==> src/rtl/memory_access_if.sv <==
// Data-bus bundle between the memory stage (master) and the data memory (slave).
// The request side stays stable from issue until the acknowledge is sampled.
interface memory_access_if;
  logic        mem_req;
  logic        mem_we;
  logic [31:0] mem_addr;
  logic [31:0] mem_wdata;
  logic [3:0]  mem_be;
  logic [31:0] mem_rdata;
  logic        mem_ack;

  modport master (
    output mem_req, mem_we, mem_addr, mem_wdata, mem_be,
    input  mem_rdata, mem_ack
  );

  modport slave (
    input  mem_req, mem_we, mem_addr, mem_wdata, mem_be,
    output mem_rdata, mem_ack
  );
endinterface

==> src/rtl/memory_access.sv <==
// RV32I memory stage: runs load/store bus transactions, forms the writeback value
// and publishes the forwarding pair (MEM_out, AM_out) back to execute.
module memory_access (
  input  logic                   clk,
  input  logic                   rst,
  input  logic [31:0]            IR,
  input  logic [31:0]            ALU,
  input  logic [31:0]            B,
  input  logic [31:0]            PC,
  input  logic                   v_in,
  output logic                   r_out,
  output logic                   v_out,
  input  logic                   r_in,
  output logic                   stall,
  output logic [31:0]            IR_out,
  output logic [31:0]            MEM_out,
  output logic [4:0]             AM_out,
  output logic                   fault,
  memory_access_if.master        bus
);

  localparam logic [6:0] OP_LOAD   = 7'b0000011;
  localparam logic [6:0] OP_STORE  = 7'b0100011;
  localparam logic [6:0] OP_JAL    = 7'b1101111;
  localparam logic [6:0] OP_JALR   = 7'b1100111;
  localparam logic [6:0] OP_BRANCH = 7'b1100011;
  localparam logic [31:0] NOP_IR   = 32'h0000_0013;

  typedef enum logic [0:0] {S_IDLE = 1'b0, S_WAIT = 1'b1} state_t;

  state_t      r_state;
  logic        r_v_out;
  logic [31:0] r_ir_out;
  logic [31:0] r_mem_out;
  logic [4:0]  r_am_out;
  logic        r_fault;
  logic        r_mem_req;
  logic        r_mem_we;
  logic [31:0] r_mem_addr;
  logic [31:0] r_mem_wdata;
  logic [3:0]  r_mem_be;
  logic [31:0] r_pend_ir;
  logic [31:0] r_pend_alu;

  logic [6:0]  w_opcode;
  logic [2:0]  w_f3;
  logic [4:0]  w_rd;
  logic [1:0]  w_a;
  logic        w_is_load;
  logic        w_is_store;
  logic        w_is_mem;
  logic        w_fault;
  logic [31:0] w_st_wdata;
  logic [3:0]  w_st_be;
  logic [31:0] w_alu_res;
  logic [4:0]  w_alu_rd;
  logic        w_accept;
  logic        w_pend_load;

  // Select and extend the addressed byte/halfword from a returned load word.
  function automatic logic [31:0] load_extract(input logic [2:0] f3, input logic [1:0] a,
                                               input logic [31:0] d);
    logic [7:0]  b;
    logic [15:0] h;
    logic [31:0] res;
    case (a)
      2'd0:    b = d[7:0];
      2'd1:    b = d[15:8];
      2'd2:    b = d[23:16];
      default: b = d[31:24];
    endcase
    h = a[1] ? d[31:16] : d[15:0];
    case (f3)
      3'b000:  res = {{24{b[7]}}, b};
      3'b100:  res = {24'd0, b};
      3'b001:  res = {{16{h[15]}}, h};
      3'b101:  res = {16'd0, h};
      default: res = d;
    endcase
    return res;
  endfunction

  assign w_opcode    = IR[6:0];
  assign w_f3        = IR[14:12];
  assign w_rd        = IR[11:7];
  assign w_a         = ALU[1:0];
  assign w_is_load   = (w_opcode == OP_LOAD);
  assign w_is_store  = (w_opcode == OP_STORE);
  assign w_is_mem    = w_is_load | w_is_store;
  assign w_accept    = v_in & r_out;
  assign w_pend_load = (r_pend_ir[6:0] == OP_LOAD);

  // Misalignment and illegal-funct3 detection for memory ops.
  always_comb begin
    w_fault = 1'b0;
    if (w_is_load) begin
      case (w_f3)
        3'b000, 3'b100: w_fault = 1'b0;
        3'b001, 3'b101: w_fault = w_a[0];
        3'b010:         w_fault = (w_a != 2'b00);
        default:        w_fault = 1'b1;
      endcase
    end else if (w_is_store) begin
      case (w_f3)
        3'b000:  w_fault = 1'b0;
        3'b001:  w_fault = w_a[0];
        3'b010:  w_fault = (w_a != 2'b00);
        default: w_fault = 1'b1;
      endcase
    end else begin
      w_fault = 1'b0;
    end
  end

  // Store lane replication and byte enables.
  always_comb begin
    w_st_wdata = B;
    w_st_be    = 4'b0000;
    case (w_f3)
      3'b000: begin
        w_st_wdata = {4{B[7:0]}};
        w_st_be    = 4'b0001 << w_a;
      end
      3'b001: begin
        w_st_wdata = {2{B[15:0]}};
        w_st_be    = 4'b0011 << {w_a[1], 1'b0};
      end
      3'b010: begin
        w_st_wdata = B;
        w_st_be    = 4'b1111;
      end
      default: begin
        w_st_wdata = B;
        w_st_be    = 4'b0000;
      end
    endcase
  end

  // Writeback value and destination for non-memory instructions.
  always_comb begin
    w_alu_res = ALU;
    w_alu_rd  = w_rd;
    if ((w_opcode == OP_JAL) || (w_opcode == OP_JALR)) begin
      w_alu_res = PC + 32'd4;
    end else begin
      w_alu_res = ALU;
    end
    if (w_opcode == OP_BRANCH) begin
      w_alu_rd = 5'd0;
    end else begin
      w_alu_rd = w_rd;
    end
  end

  // Stage FSM: IDLE accepts/completes single-cycle ops, WAIT holds the bus request.
  always_ff @(posedge clk) begin
    if (rst) begin
      r_state     <= S_IDLE;
      r_v_out     <= 1'b0;
      r_ir_out    <= NOP_IR;
      r_mem_out   <= 32'd0;
      r_am_out    <= 5'd0;
      r_fault     <= 1'b0;
      r_mem_req   <= 1'b0;
      r_mem_we    <= 1'b0;
      r_mem_addr  <= 32'd0;
      r_mem_wdata <= 32'd0;
      r_mem_be    <= 4'b0000;
      r_pend_ir   <= NOP_IR;
      r_pend_alu  <= 32'd0;
    end else begin
      case (r_state)
        S_IDLE: begin
          if (w_accept) begin
            if (w_is_mem && !w_fault) begin
              r_state     <= S_WAIT;
              r_mem_req   <= 1'b1;
              r_mem_we    <= w_is_store;
              r_mem_addr  <= {ALU[31:2], 2'b00};
              r_mem_wdata <= w_is_store ? w_st_wdata : 32'd0;
              r_mem_be    <= w_is_store ? w_st_be : 4'b1111;
              r_pend_ir   <= IR;
              r_pend_alu  <= ALU;
              r_v_out     <= 1'b0;
              r_am_out    <= 5'd0;
              r_fault     <= 1'b0;
            end else begin
              r_v_out   <= 1'b1;
              r_ir_out  <= IR;
              r_mem_out <= w_is_mem ? ALU : w_alu_res;
              r_am_out  <= w_is_mem ? 5'd0 : w_alu_rd;
              r_fault   <= w_fault;
            end
          end else if (r_v_out && r_in) begin
            // Consumed with nothing new: AM_out drops so execute cannot forward stale data.
            r_v_out  <= 1'b0;
            r_am_out <= 5'd0;
            r_fault  <= 1'b0;
          end
        end
        S_WAIT: begin
          if (bus.mem_ack) begin
            r_state   <= S_IDLE;
            r_mem_req <= 1'b0;
            r_v_out   <= 1'b1;
            r_ir_out  <= r_pend_ir;
            r_mem_out <= w_pend_load ? load_extract(r_pend_ir[14:12], r_pend_alu[1:0], bus.mem_rdata)
                                     : r_pend_alu;
            r_am_out  <= w_pend_load ? r_pend_ir[11:7] : 5'd0;
            r_fault   <= 1'b0;
          end
        end
        default: begin
          r_state   <= S_IDLE;
          r_mem_req <= 1'b0;
        end
      endcase
    end
  end

  assign r_out         = (r_state == S_IDLE) && (!r_v_out || r_in);
  assign stall         = (r_state == S_WAIT) || (r_v_out && !r_in);
  assign v_out         = r_v_out;
  assign IR_out        = r_ir_out;
  assign MEM_out       = r_mem_out;
  assign AM_out        = r_am_out;
  assign fault         = r_fault;
  assign bus.mem_req   = r_mem_req;
  assign bus.mem_we    = r_mem_we;
  assign bus.mem_addr  = r_mem_addr;
  assign bus.mem_wdata = r_mem_wdata;
  assign bus.mem_be    = r_mem_be;

endmodule

==> src/flat_wrapper.sv <==
// flat-port wrapper written by rule: the top's interface ports become plain ports
module memory_access_flat 
  (clk, rst, IR, ALU, B, PC, v_in, r_out, v_out, r_in, stall, IR_out, MEM_out, AM_out, fault, bus_mem_req, bus_mem_we, bus_mem_addr, bus_mem_wdata, bus_mem_be, bus_mem_rdata, bus_mem_ack);
  memory_access_if bus_i ();
  input  logic clk;
  input  logic rst;
  input  logic [31:0] IR;
  input  logic [31:0] ALU;
  input  logic [31:0] B;
  input  logic [31:0] PC;
  input  logic v_in;
  output logic r_out;
  output logic v_out;
  input  logic r_in;
  output logic stall;
  output logic [31:0] IR_out;
  output logic [31:0] MEM_out;
  output logic [4:0] AM_out;
  output logic fault;
  output wire logic [$bits(bus_i.mem_req)-1:0] bus_mem_req;
  output wire logic [$bits(bus_i.mem_we)-1:0] bus_mem_we;
  output wire logic [$bits(bus_i.mem_addr)-1:0] bus_mem_addr;
  output wire logic [$bits(bus_i.mem_wdata)-1:0] bus_mem_wdata;
  output wire logic [$bits(bus_i.mem_be)-1:0] bus_mem_be;
  input wire logic [$bits(bus_i.mem_rdata)-1:0] bus_mem_rdata;
  input wire logic [$bits(bus_i.mem_ack)-1:0] bus_mem_ack;
  assign bus_mem_req = bus_i.mem_req;
  assign bus_mem_we = bus_i.mem_we;
  assign bus_mem_addr = bus_i.mem_addr;
  assign bus_mem_wdata = bus_i.mem_wdata;
  assign bus_mem_be = bus_i.mem_be;
  assign bus_i.mem_rdata = bus_mem_rdata;
  assign bus_i.mem_ack = bus_mem_ack;
  memory_access u_core (.clk(clk), .rst(rst), .IR(IR), .ALU(ALU), .B(B), .PC(PC), .v_in(v_in), .r_out(r_out), .v_out(v_out), .r_in(r_in), .stall(stall), .IR_out(IR_out), .MEM_out(MEM_out), .AM_out(AM_out), .fault(fault), .bus(bus_i));
endmodule
==> config.mk <==
export PLATFORM = sky130hd
export DESIGN_NAME = memory_access_flat
export DESIGN_NICKNAME = d
export VERILOG_FILES = /design/src/rtl/memory_access_if.sv /design/src/rtl/memory_access.sv /design/src/flat_wrapper.sv
export SDC_FILE = /design/constraint.sdc
export NUM_CORES = 1
export LEC_CHECK = 0
export ABC_AREA = 0
export CAP_MARGIN = 30
export CORE_AREA = 2 2 151 153
export CTS_CLUSTER_SIZE = 8
export DETAILED_ROUTE_END_ITERATION = 10
export DIE_AREA = 0 0 153 155
export HOLD_SLACK_MARGIN = 0.08
export PLACE_DENSITY = 0.76
export SETUP_SLACK_MARGIN = 0.5
export SYNTH_ARGS = -nofsm -noshare
export SYNTH_HDL_FRONTEND = slang
export SYNTH_SLANG_ARGS = --single-unit
==> constraint.sdc <==
create_clock -name clk -period 2.4 [get_ports clk]
set_input_delay 0.48 -clock clk [delete_from_list [all_inputs] [get_ports clk]]
set_output_delay 0.48 -clock clk [all_outputs]
set_load 0.03 [all_outputs]
=== After elaboration in Yosys (flattened, before gate mapping) ===
Cells that the tools add are included.

* Word-level logic and storage cells: 105
* Input bits: 165
* Bits in registers: 204
* Output and inout bits: 143

* Equality and inequality tests: 20
* Bitwise operators: 3
* Muxes and demuxes: 46
* Reductions and logical operators: 20
* Add/sub/neg operators: 1
* Shift-type cells: 2

{| class="wikitable"
|+ Operators with widths
! operator !! number
|-
| $mux 32 || 10
|-
| $pmux 32 s2 || 3
|-
| $pmux 32 s4 || 1
|-
| $mux 5 || 7
|-
| $add 32x3->32 const B || 1
|-
| $pmux 8 s3 || 1
|-
| $eq 7x7->1 const B || 3
|-
| $mux 16 || 1
|-
| $eq 7x2->1 const B || 2
|-
| $mux 1 || 14
|-
| $eq 3x3->1 const B || 4
|-
| $pmux 4 s3 || 1
|-
| $pmux 5 s2 || 1
|-
| $reduce_and 3->1 || 3
|-
| $pmux 1 s2 || 4
|-
| $eq 7x6->1 const B || 1
|-
| $eq 3x1->1 const B || 2
|-
| $logic_not 3->1 || 2
|-
| $pmux 1 s3 || 2
|-
| $logic_and 1x1->1 || 4
|-
| $mux 4 || 1
|-
| $ne 2x1->1 const B || 2
|-
| $ne 2x2->1 const B || 2
|-
| $reduce_or 2->1 || 2
|-
| other kinds (14) || 18
|}

=== Longest topological paths before layout ===
* Word-level depth: 9
* Gate-level depth with buffers: 9
* Depth with buffers taken out: 7

=== Least setup slack after synthesis ===
No wires, ideal clock.

* Kind: input port to flip-flop
* Start point: input IR[14]
* End point: register u_core.r_pend_alu[10]
* Setup time: 0.132 ns
* Data required time: 2.268 ns
* Data arrival time: 2.125 ns
* Path slack: 0.143 ns
* Path buffers: 4
* Stages: 9
* Path through: clkbuf_1 -> a221oi_1 -> o2111ai_1 -> or3_1 -> clkbuf_1 -> buf_2 -> buf_2 -> nand2_1 -> a21oi_1

* Word-level cells in the longest chain between the ends: 7
* Elaborated cells between the ends (all ways): 14
* Classes of those cells: 4 x eq/ne; 4 x mux; 6 x reduce/logical

{| class="wikitable"
|+ RTL lines
! what !! RTL line !! source
|-
| start: declaration || flat_wrapper.sv:7 || <nowiki>input logic [31:0] IR;</nowiki>
|-
| $eq 3x2->1 (tied with other cells) || memory_access.sv:97, memory_access.sv:104 ||
|-
| $pmux 1 s3 / $reduce_or 2->1 (equally long branches) || memory_access.sv:104, memory_access.sv:97 ||
|-
| $mux 1 / $pmux 1 s3 (equally long branches) || memory_access.sv:103, memory_access.sv:97 ||
|-
| $mux 1 * || memory_access.sv:96 || <nowiki>if (w_is_load) begin</nowiki>
|-
| $logic_not 1->1 * || memory_access.sv:175 || <nowiki>if (w_is_mem && !w_fault) begin</nowiki>
|-
| $logic_and 1x1->1 * || memory_access.sv:175 ||
|-
| $reduce_and 3->1 (no line) * || -- ||
|-
| end signal: assignment || memory_access.sv:170 || <nowiki>r_pend_alu <= 32'd0;</nowiki>
|-
| end signal: assignment || memory_access.sv:183 || <nowiki>r_pend_alu <= ALU;</nowiki>
|-
| end: declaration || memory_access.sv:43 || <nowiki>logic [31:0] r_pend_alu;</nowiki>
|}

Mark *: on every way between the ends. The rest lies on a longest branch, timed or not.
A chain may end at the register's enable or synchronous reset.

=== Final worst setup path ===
* Start point: register u_core.r_pend_ir[6]
* End point: register u_core.r_mem_out[13], in the netlist u_core.MEM_out[13]

* Word-level cells in the longest chain between the ends: 4

{| class="wikitable"
|+ RTL lines
! what !! RTL line !! source
|-
| start: declaration || memory_access.sv:42 || <nowiki>logic [31:0] r_pend_ir;</nowiki>
|-
| start signal: assignment || memory_access.sv:169 || <nowiki>r_pend_ir <= NOP_IR;</nowiki>
|-
| start signal: assignment || memory_access.sv:182 || <nowiki>r_pend_ir <= IR;</nowiki>
|-
| $eq 7x2->1 || memory_access.sv:91 || <nowiki>assign w_pend_load = (r_pend_ir[6:0] == OP_LOAD);</nowiki>
|-
| $mux 32 || memory_access.sv:207 || <nowiki>r_mem_out <= w_pend_load ? load_extract(r_pend_ir[14:12], r_pend_alu[1:0], bus.mem_rdata)</nowiki>
|-
| $mux 32 || memory_access.sv:202 || <nowiki>if (bus.mem_ack) begin</nowiki>
|-
| $pmux 32 s2 || memory_access.sv:172 || <nowiki>case (r_state)</nowiki>
|-
| end signal: assignment || memory_access.sv:190 || <nowiki>r_mem_out <= w_is_mem ? ALU : w_alu_res;</nowiki>
|-
| end signal: assignment || memory_access.sv:207 ||
|-
| end: declaration || memory_access.sv:34 || <nowiki>logic [31:0] r_mem_out;</nowiki>
|}

No other way between the ends. The select of a mux whose other input is x is not followed.

==> impl_metrics.ini <==
[floorplan]
rows = 55
fp.dieH_um = 155
coreArea_um2 = 22200
ioPinCount = 308
initial_core_util_pct = 40.9
die_w_um = 153
die_area_um2 = 23700

[place]
place_hpwl_mm = 24.0
gp_congestion = 0.906
io_buffers = 305

[final_layout]
nFillCells = 1827
syn_to_final_growth_pct = 60.5
final_nets = 1667
drive_above_1_share_pct = 21.8

[timing]
fin_setup_tns_ns = 0
hold_viol = 0
setup_viol_count_final = 0
maxSlewHeadroom_pct = 49.5
fin_crit_ns = 2.20
fmax_mhz = 454
finClkSkew_ns = 0.0128
worst-slew-pin-transition_ns = 0.756
drv_slew = 0
hold_ws_ns = 0.391
rsz0062_at_grt = true
finalCritPeriodShare_pct = 91.8

[route]
vias = 10300
firstDrtPassIters = 7
viasPerCell = 5.74
drc = 0
avgRoutedWirePerCell_um = 20.3
routed_wl_mm = 36.5
drt_iter0_markers = 826
antenna_violating_nets_post_route = 0

[setup_path]
cp_top_family = simple AND/OR/NAND/NOR gates
crit_required_ns = 2.72
cp-end-kind = flip-flop
cp.arrival_ns = 2.52
critPathMaxFanout = 13
crit_type = reg2reg
start_kind = flip-flop
rr_worst_depth = 7
critPathBufInv = 1
cp.depth = 7
path_cells = or4_4 -> or3_4 -> buf_12 -> or3_1 -> o211ai_1 -> o21ai_1 -> o221a_1
cpPeakStageDelay_ns = 0.55
slowest_stage = or4_4

[power]
vdd_ir_drop_max_mv = 0.555
clkPwrFrac_pct = 40.6
p_per_area_nw_per_um2 = 501
swShare_pct = 27.7
p_seq_share_pct = 41.4
leakagePower_nw = 5.83
internal_power_w = 0.00528
comb_power_share_pct = 17.9
p_sw_w = 0.00203
p_total_w = 0.00731

[grt]
grt_max_degree = 74
grt_pass1_vias = 9542
antenna_found_initial = 4
overflow = 0
grt_pass1_wl_mm = 52.8
grtUsageTotal_pct = 28.0

[synthesis]
synth_edf_count = 0
yosysTopAreaCell = dfxtp_1
async_flop_share_pct = 0
synth.area.top_cells = dfxtp_1 (38%), nand2_1 (7.9%), a21oi_1 (6.8%), mux2i_1 (5.5%), nor2_1 (4.4%)
syn-cell-area_um2 = 9090
synthCells = 1153
synth_seq_cells = 174
avgSynthCellArea_um2 = 7.88
ys.warnings.count = 0
yosys.cell_types.count = 59
synth_top_area_share_pct = 38.3
ys.flop_type = dfxtp_1
synth_seq_area_share_pct = 38.3

[min_path]
holdPathStages = 3
min_path_type = in2reg

[clock_network]
cts_tree = yes
clk_latency_ns = 0.43
clock_path_buffers = 2
clockRootBuffer = clkbuf_16
cts_hold_buf = 0
numCtsBuffers = 17
clkTransAtPathRegs_ns = 0.07
clkSinkCount = 174
cts.htree.levels = 4

[status]
status = finished, final reports clean

[job]
drv_cap = 0
[what timing repair did]
item / in CTS / in global routing
buffers inserted: 25 / 17
pin swaps: 51 / 31
resized for setup: 272 / 45
endpoints found under the setup margin: 313 / 124
cloned: 4 / 6
[final timing paths]
path	to	slack, ns	start
min	u_core.v_out	0.39	v_in
min reg2reg	u_core.bus.mem_wdata[8]	0.45	u_core.bus.mem_wdata[8]
max reg2reg	u_core.MEM_out[13]	0.20	u_core.r_pend_ir[6]
max	u_core.MEM_out[13]	0.20	u_core.r_pend_ir[6]
[cells in the mapped netlist (all sizes together), types with 2 or more instances]
library cell,instances
nand2,191
dfxtp,174
a21oi,124
nor2,106
clkbuf,68
buf,64
mux2i,50
nand3,44
o21ai,44
a211oi,40
mux2,25
a311oi,18
nor3,17
o211ai,16
xnor2,14
and3,13
or3,13
o2111ai,11
o221ai,11
inv,10
nand4,10
o221a,10
and2,8
nor2b,8
nor4,7
xor2,6
a32o,5
o21a,5
a221oi,4
nand2b,4
or4,4
a32oi,3
a2111oi,2
a21boi,2
a21o,2
a221o,2
a22o,2
a22oi,2
a31oi,2
[placed cells by master (no fill, tap or decap), drive strengths merged, types with 40 or more instances in the layout]
master and instances:
dlygate4sd2 152, a211oi 40, nor2 106, nand3 44
a21oi 124, o21ai 44, mux2i 50, nand2 191
dfxtp 174, clkdlybuf4s50 139, buf 155
[power groups by stage]
stage	sequential (W)	clock [W]	combinational, W
final	0.00303	0.00297	0.00131
after global routing	0.00304	0.00312	0.00138
after CTS	0.00303	0.00299	0.00128
after detailed placement	0.00310	0	0.00130
after global placement	0.00310	0	0.00129
after floorplan	0.00326	0	0.000450
[metal layers]
layer  share of wire, %  GRT usage, %  vias to the layer above
li1                   -             -                     4811
met1                 39          35.3                     4845
met2                 47          46.3                      571
met3                9.1          6.16                      110
met4                4.4          12.4                        2
met5              0.036             0                        -
[through the flow]
step / instances / setup WS (ns) / util (%) / instance area [um^2]
floorplan: 1154 / 0.306 / - / 9520
global placement: 1715 / -0.480 / 58.8 / 13100
detailed placement: 1715 / -0.462 / 58.8 / 13100
CTS: 1776 / 0.209 / 63.7 / 14200
global route: 1802 / 0.103 / 65.6 / 14600
finish: 1802 / 0.198 / 65.6 / 14600
[sequential cells by signal, summed over array words and instances, names as in the netlist, 4 cells and up]
register / flops
u_core.bus.mem_be: 4
u_core.r_pend_alu: 31
u_core.MEM_out: 32
u_core.r_pend_ir: 32
u_core.IR_out: 32
u_core.bus.mem_wdata: 32
u_core.AM_out: 5
[cells by family (layout without fill, tap and decap cells)]
| logic type | count (synthesis) | count (layout) | synth area share (%) |
|---|---|---|---|
| AO/OA/AOI/OAI | 311 | 312 | 22.5 |
| XOR/XNOR | 20 | 20 | 1.93 |
| adder cells (fa/ha/maj) | 1 | 1 | 0.138 |
| buffers and inverters | 142 | 501 | 7.58 |
| flip-flops | 174 | 174 | 38.3 |
| multiplexers | 75 | 75 | 8.60 |
| other | 1 | 5 | 0.0412 |
| AND/OR/NAND/NOR | 429 | 429 | 20.9 |
[worst min-delay path, cell delays in order]
cell	delay, ns
dlymetal6s2s_1	0.15
nand2_1	0.07
a221oi_1	0.06
[layout make-up]
| class | count | area (um^2) | share of cell area [%] |
|---|---|---|---|
| diodes | 3 | 7.51 | 0.0514 |
| flip-flops and latches | 174 | 3490 | 23.9 |
| multi-input cells | 839 | 5540 | 37.9 |
| clock buffers | 19 | 443 | 3.04 |
| repair buffers | 459 | 4540 | 31.1 |
| well taps | 285 | 357 | 2.44 |
| clock inverters | 13 | 176 | 1.21 |
| inverters | 10 | 37.5 | 0.257 |
No activity file was read; power rests on OpenSTA's default activity.
